--- config.mk ---
export PLATFORM = sky130hd
export DESIGN_NAME = mem_access
export DESIGN_NICKNAME = d
export VERILOG_FILES = /design/src/rtl/mem_access_pkg.sv /design/src/rtl/mem_lane_align.sv /design/src/rtl/mem_access.sv
export SDC_FILE = /design/constraint.sdc
export NUM_CORES = 1
export LEC_CHECK = 0
export CAP_MARGIN = 5
export CORE_ASPECT_RATIO = 0.5
export CORE_MARGIN = 3
export CORE_UTILIZATION = 44
export CTS_CLUSTER_SIZE = 16
export DETAILED_ROUTE_END_ITERATION = 10
export PLACE_DENSITY = 0.94
export SLEW_MARGIN = 20
export SYNTH_ARGS = -nofsm -noshare
export SYNTH_HDL_FRONTEND = slang
export SYNTH_SLANG_ARGS = --single-unit
--- constraint.sdc ---
create_clock -name clk -period 3.1 [get_ports clk]
set_input_delay 0.31 -clock clk [delete_from_list [all_inputs] [get_ports clk]]
set_output_delay 0.31 -clock clk [all_outputs]
set_load 0.05 [all_outputs]
--- src/rtl/mem_access_pkg.sv ---
// Shared types for the MEM stage.
//   reg_t        : writeback record {en, addr[4:0], data[31:0]}
//   mem_state_t  : data-bus initiator states
//   alu_op_t     : ALU op codes from the decode table
// Helper functions classify ALU ops for the memory path.
package mem_access_pkg;

    typedef logic [31:0] reg_data_t;
    typedef logic [31:0] ram_addr_t;

    typedef struct packed {
        logic       en;
        logic [4:0] addr;
        reg_data_t  data;
    } reg_t;

    typedef enum logic [1:0] {
        IDLE = 2'd0,
        REQ  = 2'd1,
        DONE = 2'd2
    } mem_state_t;

    typedef enum logic [7:0] {
        NOP_OP = 8'h00,
        ADD_OP = 8'h20,
        SUB_OP = 8'h22,
        AND_OP = 8'h24,
        OR_OP  = 8'h25,
        LB_OP  = 8'h30,
        LW_OP  = 8'h33,
        SB_OP  = 8'h38,
        SW_OP  = 8'h3B
    } alu_op_t;

    function automatic logic is_mem_op(input alu_op_t op);
        return (op == LB_OP) || (op == LW_OP) || (op == SB_OP) || (op == SW_OP);
    endfunction

    function automatic logic is_byte_op(input alu_op_t op);
        return (op == LB_OP) || (op == SB_OP);
    endfunction

    function automatic logic is_store_op(input alu_op_t op);
        return (op == SB_OP) || (op == SW_OP);
    endfunction

endpackage

--- src/rtl/mem_lane_align.sv ---
// Byte-lane steering for the data bus (purely combinational).
//   Store side: byte_op, st_lane, st_data -> be (byte enables), st_lanes
//               (byte stores replicate the low byte into all four lanes).
//   Load side : ld_lane, ld_word -> lb_data (little-endian byte at ld_lane,
//               sign-extended to 32 bits).
module mem_lane_align
    import mem_access_pkg::*;
(
    input  logic       byte_op,
    input  logic [1:0] st_lane,
    input  reg_data_t  st_data,
    output logic [3:0] be,
    output reg_data_t  st_lanes,
    input  logic [1:0] ld_lane,
    input  reg_data_t  ld_word,
    output reg_data_t  lb_data
);

    logic [7:0] ld_bytes [4];

    for (genvar gi = 0; gi < 4; gi++) begin : g_lane
        assign be[gi]              = !byte_op || (st_lane == 2'(gi));
        assign st_lanes[8*gi +: 8] = byte_op ? st_data[7:0] : st_data[8*gi +: 8];
        assign ld_bytes[gi]        = ld_word[8*gi +: 8];
    end

    assign lb_data = {{24{ld_bytes[ld_lane][7]}}, ld_bytes[ld_lane]};

endmodule

--- src/rtl/mem_access.sv ---
// MEM-stage data-memory initiator.
// Takes the EX/MEM record (op, effective address, store data, writeback
// record), runs one req/ack bus transaction per load/store while holding
// the pipeline, and returns the writeback record with load data inserted.
//   clk, rst            : clock, synchronous active-high reset
//   mem_valid_i/op_i/addr_i/wdata_i/wreg_i : EX/MEM inputs
//   stall_i             : pipeline held by another source (keeps DONE)
//   mem_wreg_o          : writeback record to MEM/WB
//   mem_stallreq        : stall request to pipeline control
//   mem_misalign_o      : misaligned LW/SW presented this cycle
//   mem_buserr_o        : one-cycle pulse when a request times out
//   dbus_*              : registered req/ack data-bus initiator
module mem_access
    import mem_access_pkg::*;
#(
    parameter int unsigned TIMEOUT_CYCLES = 255
) (
    input  logic        clk,
    input  logic        rst,
    input  logic        mem_valid_i,
    input  alu_op_t     mem_op_i,
    input  ram_addr_t   mem_addr_i,
    input  reg_data_t   mem_wdata_i,
    input  reg_t        mem_wreg_i,
    input  logic        stall_i,
    output reg_t        mem_wreg_o,
    output logic        mem_stallreq,
    output logic        mem_misalign_o,
    output logic        mem_buserr_o,
    output logic        dbus_req_o,
    output logic        dbus_we_o,
    output logic [3:0]  dbus_be_o,
    output ram_addr_t   dbus_addr_o,
    output reg_data_t   dbus_wdata_o,
    input  logic        dbus_ack_i,
    input  reg_data_t   dbus_rdata_i
);

    mem_state_t state_reg;
    logic       req_reg;
    logic       we_reg;
    logic [3:0] be_reg;
    ram_addr_t  addr_reg;
    reg_data_t  wdata_reg;
    logic [7:0] cnt_reg;
    reg_data_t  rdata_reg;
    logic       error_reg;
    logic       buserr_reg;
    // Attributes of the in-flight instruction, captured at issue so the
    // DONE path does not depend on the EX/MEM register staying put.
    logic       byte_reg;
    logic       store_reg;
    logic [1:0] lane_reg;

    logic       mem_op;
    logic       byte_op;
    logic       misaligned;
    logic       issue;
    logic [3:0] be_next;
    reg_data_t  wdata_next;
    reg_data_t  lb_data;

    assign mem_op     = mem_valid_i && is_mem_op(mem_op_i);
    assign byte_op    = is_byte_op(mem_op_i);
    assign misaligned = mem_op && !byte_op && (mem_addr_i[1:0] != 2'b00);
    assign issue      = (state_reg == IDLE) && mem_op && !misaligned;

    mem_lane_align u_lane (
        .byte_op  (byte_op),
        .st_lane  (mem_addr_i[1:0]),
        .st_data  (mem_wdata_i),
        .be       (be_next),
        .st_lanes (wdata_next),
        .ld_lane  (lane_reg),
        .ld_word  (rdata_reg),
        .lb_data  (lb_data)
    );

    // Outputs toward the pipeline. Writeback is suppressed while a memory
    // op is still in flight; only the DONE cycle carries the real result.
    always_comb begin
        mem_wreg_o     = mem_wreg_i;
        mem_stallreq   = 1'b0;
        mem_misalign_o = 1'b0;
        case (state_reg)
            IDLE: begin
                if (misaligned) begin
                    mem_misalign_o = 1'b1;
                    mem_wreg_o.en  = 1'b0;
                end else if (mem_op) begin
                    mem_stallreq  = 1'b1;
                    mem_wreg_o.en = 1'b0;
                end
            end
            REQ: begin
                mem_stallreq  = 1'b1;
                mem_wreg_o.en = 1'b0;
            end
            DONE: begin
                if (store_reg) begin
                    mem_wreg_o.en = 1'b0;
                end else begin
                    mem_wreg_o.en   = mem_wreg_i.en & ~error_reg;
                    mem_wreg_o.data = byte_reg ? lb_data : rdata_reg;
                end
            end
            default: ;
        endcase
    end

    always_ff @(posedge clk) begin
        if (rst) begin
            state_reg  <= IDLE;
            req_reg    <= 1'b0;
            we_reg     <= 1'b0;
            be_reg     <= 4'h0;
            addr_reg   <= '0;
            wdata_reg  <= '0;
            cnt_reg    <= 8'd0;
            rdata_reg  <= '0;
            error_reg  <= 1'b0;
            buserr_reg <= 1'b0;
            byte_reg   <= 1'b0;
            store_reg  <= 1'b0;
            lane_reg   <= 2'b00;
        end else begin
            buserr_reg <= 1'b0;
            case (state_reg)
                IDLE: begin
                    if (issue) begin
                        state_reg <= REQ;
                        req_reg   <= 1'b1;
                        we_reg    <= is_store_op(mem_op_i);
                        be_reg    <= be_next;
                        addr_reg  <= {mem_addr_i[31:2], 2'b00};
                        wdata_reg <= wdata_next;
                        cnt_reg   <= 8'd0;
                        error_reg <= 1'b0;
                        byte_reg  <= byte_op;
                        store_reg <= is_store_op(mem_op_i);
                        lane_reg  <= mem_addr_i[1:0];
                    end
                end
                REQ: begin
                    // Ack is checked first so an ack on the last allowed
                    // cycle completes normally instead of timing out.
                    if (dbus_ack_i) begin
                        rdata_reg <= dbus_rdata_i;
                        req_reg   <= 1'b0;
                        cnt_reg   <= 8'd0;
                        state_reg <= DONE;
                    end else if (cnt_reg == 8'(TIMEOUT_CYCLES - 1)) begin
                        req_reg    <= 1'b0;
                        cnt_reg    <= 8'd0;
                        error_reg  <= 1'b1;
                        buserr_reg <= 1'b1;
                        state_reg  <= DONE;
                    end else begin
                        cnt_reg <= cnt_reg + 8'd1;
                    end
                end
                DONE: begin
                    if (!stall_i) begin
                        state_reg <= IDLE;
                    end
                end
                default: state_reg <= IDLE;
            endcase
        end
    end

    assign dbus_req_o   = req_reg;
    assign dbus_we_o    = we_reg;
    assign dbus_be_o    = be_reg;
    assign dbus_addr_o  = addr_reg;
    assign dbus_wdata_o = wdata_reg;
    assign mem_buserr_o = buserr_reg;

endmodule

## Word-level counts from Yosys, hierarchy flattened

Cells that the tools add are included.

- Logic and storage cells: 96
- Register bits after elaboration: 115
- Output and inout port bits: 111
- Input port bits: 147

- Equality and inequality tests: 15
- Reduce and logical (&&, ||, !) cells: 27
- Bitwise operators: 4
- Add/sub/neg operators: 1
- Magnitude comparators: 1
- Mux-type cells: 36

Operators by type and width:

| kind | count |
|---|---|
| 2-to-1 mux 32 bit | 3 |
| 2-to-1 mux 8 bit | 8 |
| == test 8 x 6 -> 1 bit, second input constant | 4 |
| binary-select mux 8 bit (select 2 bit) | 1 |
| case mux 8 bit (2 select lines) | 1 |
| 2-to-1 mux 1 bit | 14 |
| logical OR 1 bit | 9 |
| adder 8 x 1 -> 8 bit, second input constant | 1 |
| == test 8 bit, second input constant | 1 |
| 2-to-1 mux 2 bit | 4 |
| != test 2 bit, second input constant | 4 |
| == test 2 bit, second input constant | 3 |
| case mux 1 bit (2 select lines) | 3 |
| case mux 2 bit (3 select lines) | 1 |
| AND reduction 2 bit | 3 |
| AND reduction 3 bit | 2 |
| logical AND 1 bit | 5 |
| == test 2 x 1 -> 1 bit, second input constant | 2 |
| logical NOT 2 bit | 2 |
| AND reduction 4 bit | 1 |
| nonzero test 2 bit | 2 |
| greater-or-equal comparator 3 bit, second input constant | 1 |
| != test 3 bit, second input constant | 1 |
| inverter 2 -> 3 bit | 1 |
| 5 further kinds | 7 |

## Logic depth before layout (Yosys ltp)

- Depth in word-level cells: 11
- Mapped depth: 7
- Gate-level depth less buffers: 6

## Hierarchy

Synthesis repeated with hierarchy kept, for this count alone.

- Cell total of the unflattened synthesis: 750
- Area, all modules: 5721.7 sq um

Modules (own cells, without submodules):

| module | cells an instance | times used | seq. area each (sq um) | area each (sq um) |
|---|---|---|---|---|
| mem_access | 642 | 1 | 2302.2 | 4999.8 |
| mem_lane_align | 108 | 1 | 0.0 | 721.9 |

## Least setup slack after synthesis

No wires, ideal clock.

- Kind: input to output
- Start point: in mem_op_i[2]
- End point: out mem_misalign_o
- Required time: 2790 ps
- Arrival time: 2439 ps
- Path buffers: 0
- Cell stages on the path: 3
- Slack: 351 ps
- Cells stage by stage: or4b_4 nor3_1 nor3b_1

- Longest elaborated chain between the ends: 9
- Elaborated cells on any way between the ends: 14
- Classes of those cells: 4 x eq/ne; 2 x mux; 8 x reduce/logical

RTL lines:

| what | line | RTL |
|---|---|---|
| from (decl) | mem_access.sv:21 | `input alu_op_t mem_op_i,` |
| == test 8 x 6 -> 1 bit, on equally long branches | mem_access_pkg.sv:36, mem_access_pkg.sv:40 |  |
| logical OR 1 bit (3 in a row) | mem_access_pkg.sv:36 | `return (op == LB_OP) \|\| (op == LW_OP) \|\| (op == SB_OP) \|\| (op == SW_OP);` |
| logical AND 1 bit | mem_access.sv:63 | `assign mem_op = mem_valid_i && is_mem_op(mem_op_i);` |
| logical AND 1 bit * (2 in a row) | mem_access.sv:65 | `assign misaligned = mem_op && !byte_op && (mem_addr_i[1:0] != 2'b00);` |
| 2-to-1 mux 1 bit * | mem_access.sv:87 | `if (misaligned) begin` |
| 2-to-1 mux 1 bit * | mem_access.sv:85 | `case (state_reg)` |
| to (decl) | mem_access.sv:28 | `output logic mem_misalign_o,` |

Every way passes the cells marked *; elsewhere a longest branch is shown, timed or not.

==> impl_results.md <==
- Reg2Reg Setup Slack: 1.02 ns
- Worst-Skew Late Latency: 0.40 ns
- Pleak: 2.89 nW
- Status: finished, final reports clean
- Mapped cell area: 5260 um2
- Clock skew: 0.00542 ns
- Initial DRC count: 352
- Sequential element share of the synthesized area: 0.438
- HP Start: dbus_addr_o[14]
- Final routed DRC violation total: 0
- Async S/R FF share, synth: 0
- Avg Cell Area, Syn: 7.62 um2
- Die area: 13400 um2
- Post-synth EDFFs: 0
- Hpwl dp: 12900 um
- Gr usage total: 0.266
- Setup TNS: 0 ns
- Final hold slack: 0.451 ns
- # IOs: 258
- Unique masters post-synth: 49
- Crit Path Max Fanout: 20
- Mapped Cells: 690
- Num rows: 27
- Global-route wire length before repair: 28900 um
- Fmax: 348 MHz
- Die W: 161 um
- PortBufs: 245
- Worst r2r dst: cnt_reg[4]
- Commonest non-fill, non-tap cell in the layout: clkdlybuf4s50_1
- Arr. time, crit path: 2.57 ns
- CP required: 2.79 ns
- Setup violators final: 0
- Setup crit end kind: output pin
- Drt first pass iters: 7
- Hold Path Class: reg -> reg
- Num Clock Sinks: 115
- Share of layout cells above drive strength 1: 0.0866
- Final #Nets: 1060
- DR WL/cell: 16.9 um
- Core area: 11300 um2
- Area Growth Syn to Fin: 59.5%
- Grt ovf: 0
- Crit start category: flop
- Largest net degree at the start of global routing: 71
- Hold Path End: dbus_addr_o[14]
- Num CTS Buffers: 17
- R2r worst-path depth: 7
- PwrDens: 468 nW/um2
- Die height: 83.3 um
- RSZ-0062 raised after global routing: no
- Final min period: 2.88 ns
- Diodes inserted: 0
- M1 WL: 7320 um
- Non-filler instance count after layout: 1083
- Worst vdd ir: 401 uV
- Period utilization: 0.928
- Max Cap Viol: 0
- Vias per inst: 5.29
- Clock Tree Root: clkbuf_16
- CTS tree: done
- Final RePlAce weighted congestion: 0.913
- Inst Count DP: 1051
- Clock-pin slew of the registers on the worst-case setup and hold paths: 0.05 ns
- Fin worst setup slack: 0.222 ns
- Total chip power: 3.92 mW
- Post-placement cell area: 7780 um2
- Fill cells: 830
- Post-synth top area share: 0.438
- Design Area, Final: 8390 um2
- Via count: 5729
- Synth top area cells: dfxtp_1 (44%), nand2_1 (13%), a21oi_1 (10%)
- Slew Viols, Final: 0
- Vias in the first global route: 5709
- Commonest non-fill, non-tap cells in the layout: clkdlybuf4s50_1 (223), nand2_1 (185), dfxtp_1 (115), a21oi_1 (107), nor2_1 (45)
- Synthesis-stage register bit count: 115
- Met2 WL: 9350 um
- Hold path depth: 2
- Synth Warn #: 0
- Setup Slack @ Placement: 0.500 ns
- Crit Reg-Reg Startpoint: state_reg[1]
- Routed wl met3: 1130 um
- Slew margin rel.: 0.508
- Initial core utilization: 0.465
- Clock buffer depth: 2
- Multi-input logic area: 2630 um2
- Register Area: 2300 um2
- Drt total wl: 18300 um
- Primary FF master, synth: dfxtp_1
- Final core occ: 0.741
- Antenna violations before repair: 0
- Final hold vios: 0
- Crit Path Class: reg -> out
- H-tree Lvls: 4
- Yosys top cell by area: dfxtp_1
- Top Layer Used: met4
- Worst-margin pin slew: 0.738 ns
- Antenna-violating nets left: 0
worst max-delay path by stage:
| stage | end | startpoint |
|---|---|---|
| after global placement | mem_misalign_o | mem_op_i[2] |
| after floorplan | mem_misalign_o | mem_op_i[2] |
| after CTS | mem_wreg_o[28] | lane_reg[0] |
| after global routing | mem_wreg_o[28] | lane_reg[0] |
| final | mem_wreg_o[28] | lane_reg[0] |
| after detailed placement | mem_wreg_o[28] | lane_reg[0] |
repair_timing:
action | CTS | global route
hold buffers | 0 | 0
endpoints found under the setup margin | 0 | 12
buffers inserted | 0 | 0
resized for setup | 0 | 1
metal layers:
layer	global-route usage	vias up
met4	0.106	0
met5	0	-
met3	0.0673	42
li1	-	2785
met2	0.487	205
met1	0.296	2697
synthesized netlist by cell type (7+ instances only):
| cell | n |
|---|---|
| a21oi_1 | 107 |
| a211oi_1 | 24 |
| clkbuf_1 | 38 |
| nand2_1 | 185 |
| dfxtp_1 | 115 |
| inv_1 | 17 |
| nor2_1 | 45 |
| o21ai_0 | 40 |
| buf_2 | 10 |
| buf_4 | 11 |
| mux2i_1 | 25 |
| o22ai_1 | 7 |
power by group:
part / leakage, nW / switching (mW) / internal, mW
clock: 0.301 / 0.678 / 1.33
sequential: 0.926 / 0.00480 / 1.49
combinational: 1.66 / 0.207 / 0.224
total: 2.89 / 0.889 / 3.03
logic make-up (layout without fill, tap and decap cells):
group	after synthesis	count (layout)	share of synthesized area
fa+ha+maj	2	2	0.00476
other cells	1	2	0.000713
compound gates	199	199	0.216
simple gates	260	260	0.204
flops	115	115	0.438
xor+xnor	4	4	0.00666
buf+inv	77	310	0.0652
mux	32	32	0.0647
critical path, cell delays in order, from the launching register on:
cell	delay, ns
dfxtp_1	0.35
mux4_2	0.50
and2_2	0.33
a21oi_1	0.16
o21ai_0	0.10
clkdlybuf4s50_1	0.73
cell type report:
type | count | share of cell area
clock buffers | 23 | 0.0570
flip-flops and latches | 115 | 0.274
inverters | 17 | 0.00761
clock inverters | 9 | 0.0152
multi-input cells | 499 | 0.313
repair buffers | 261 | 0.309
well taps | 159 | 0.0237
Power figures use the tool's default switching activity.
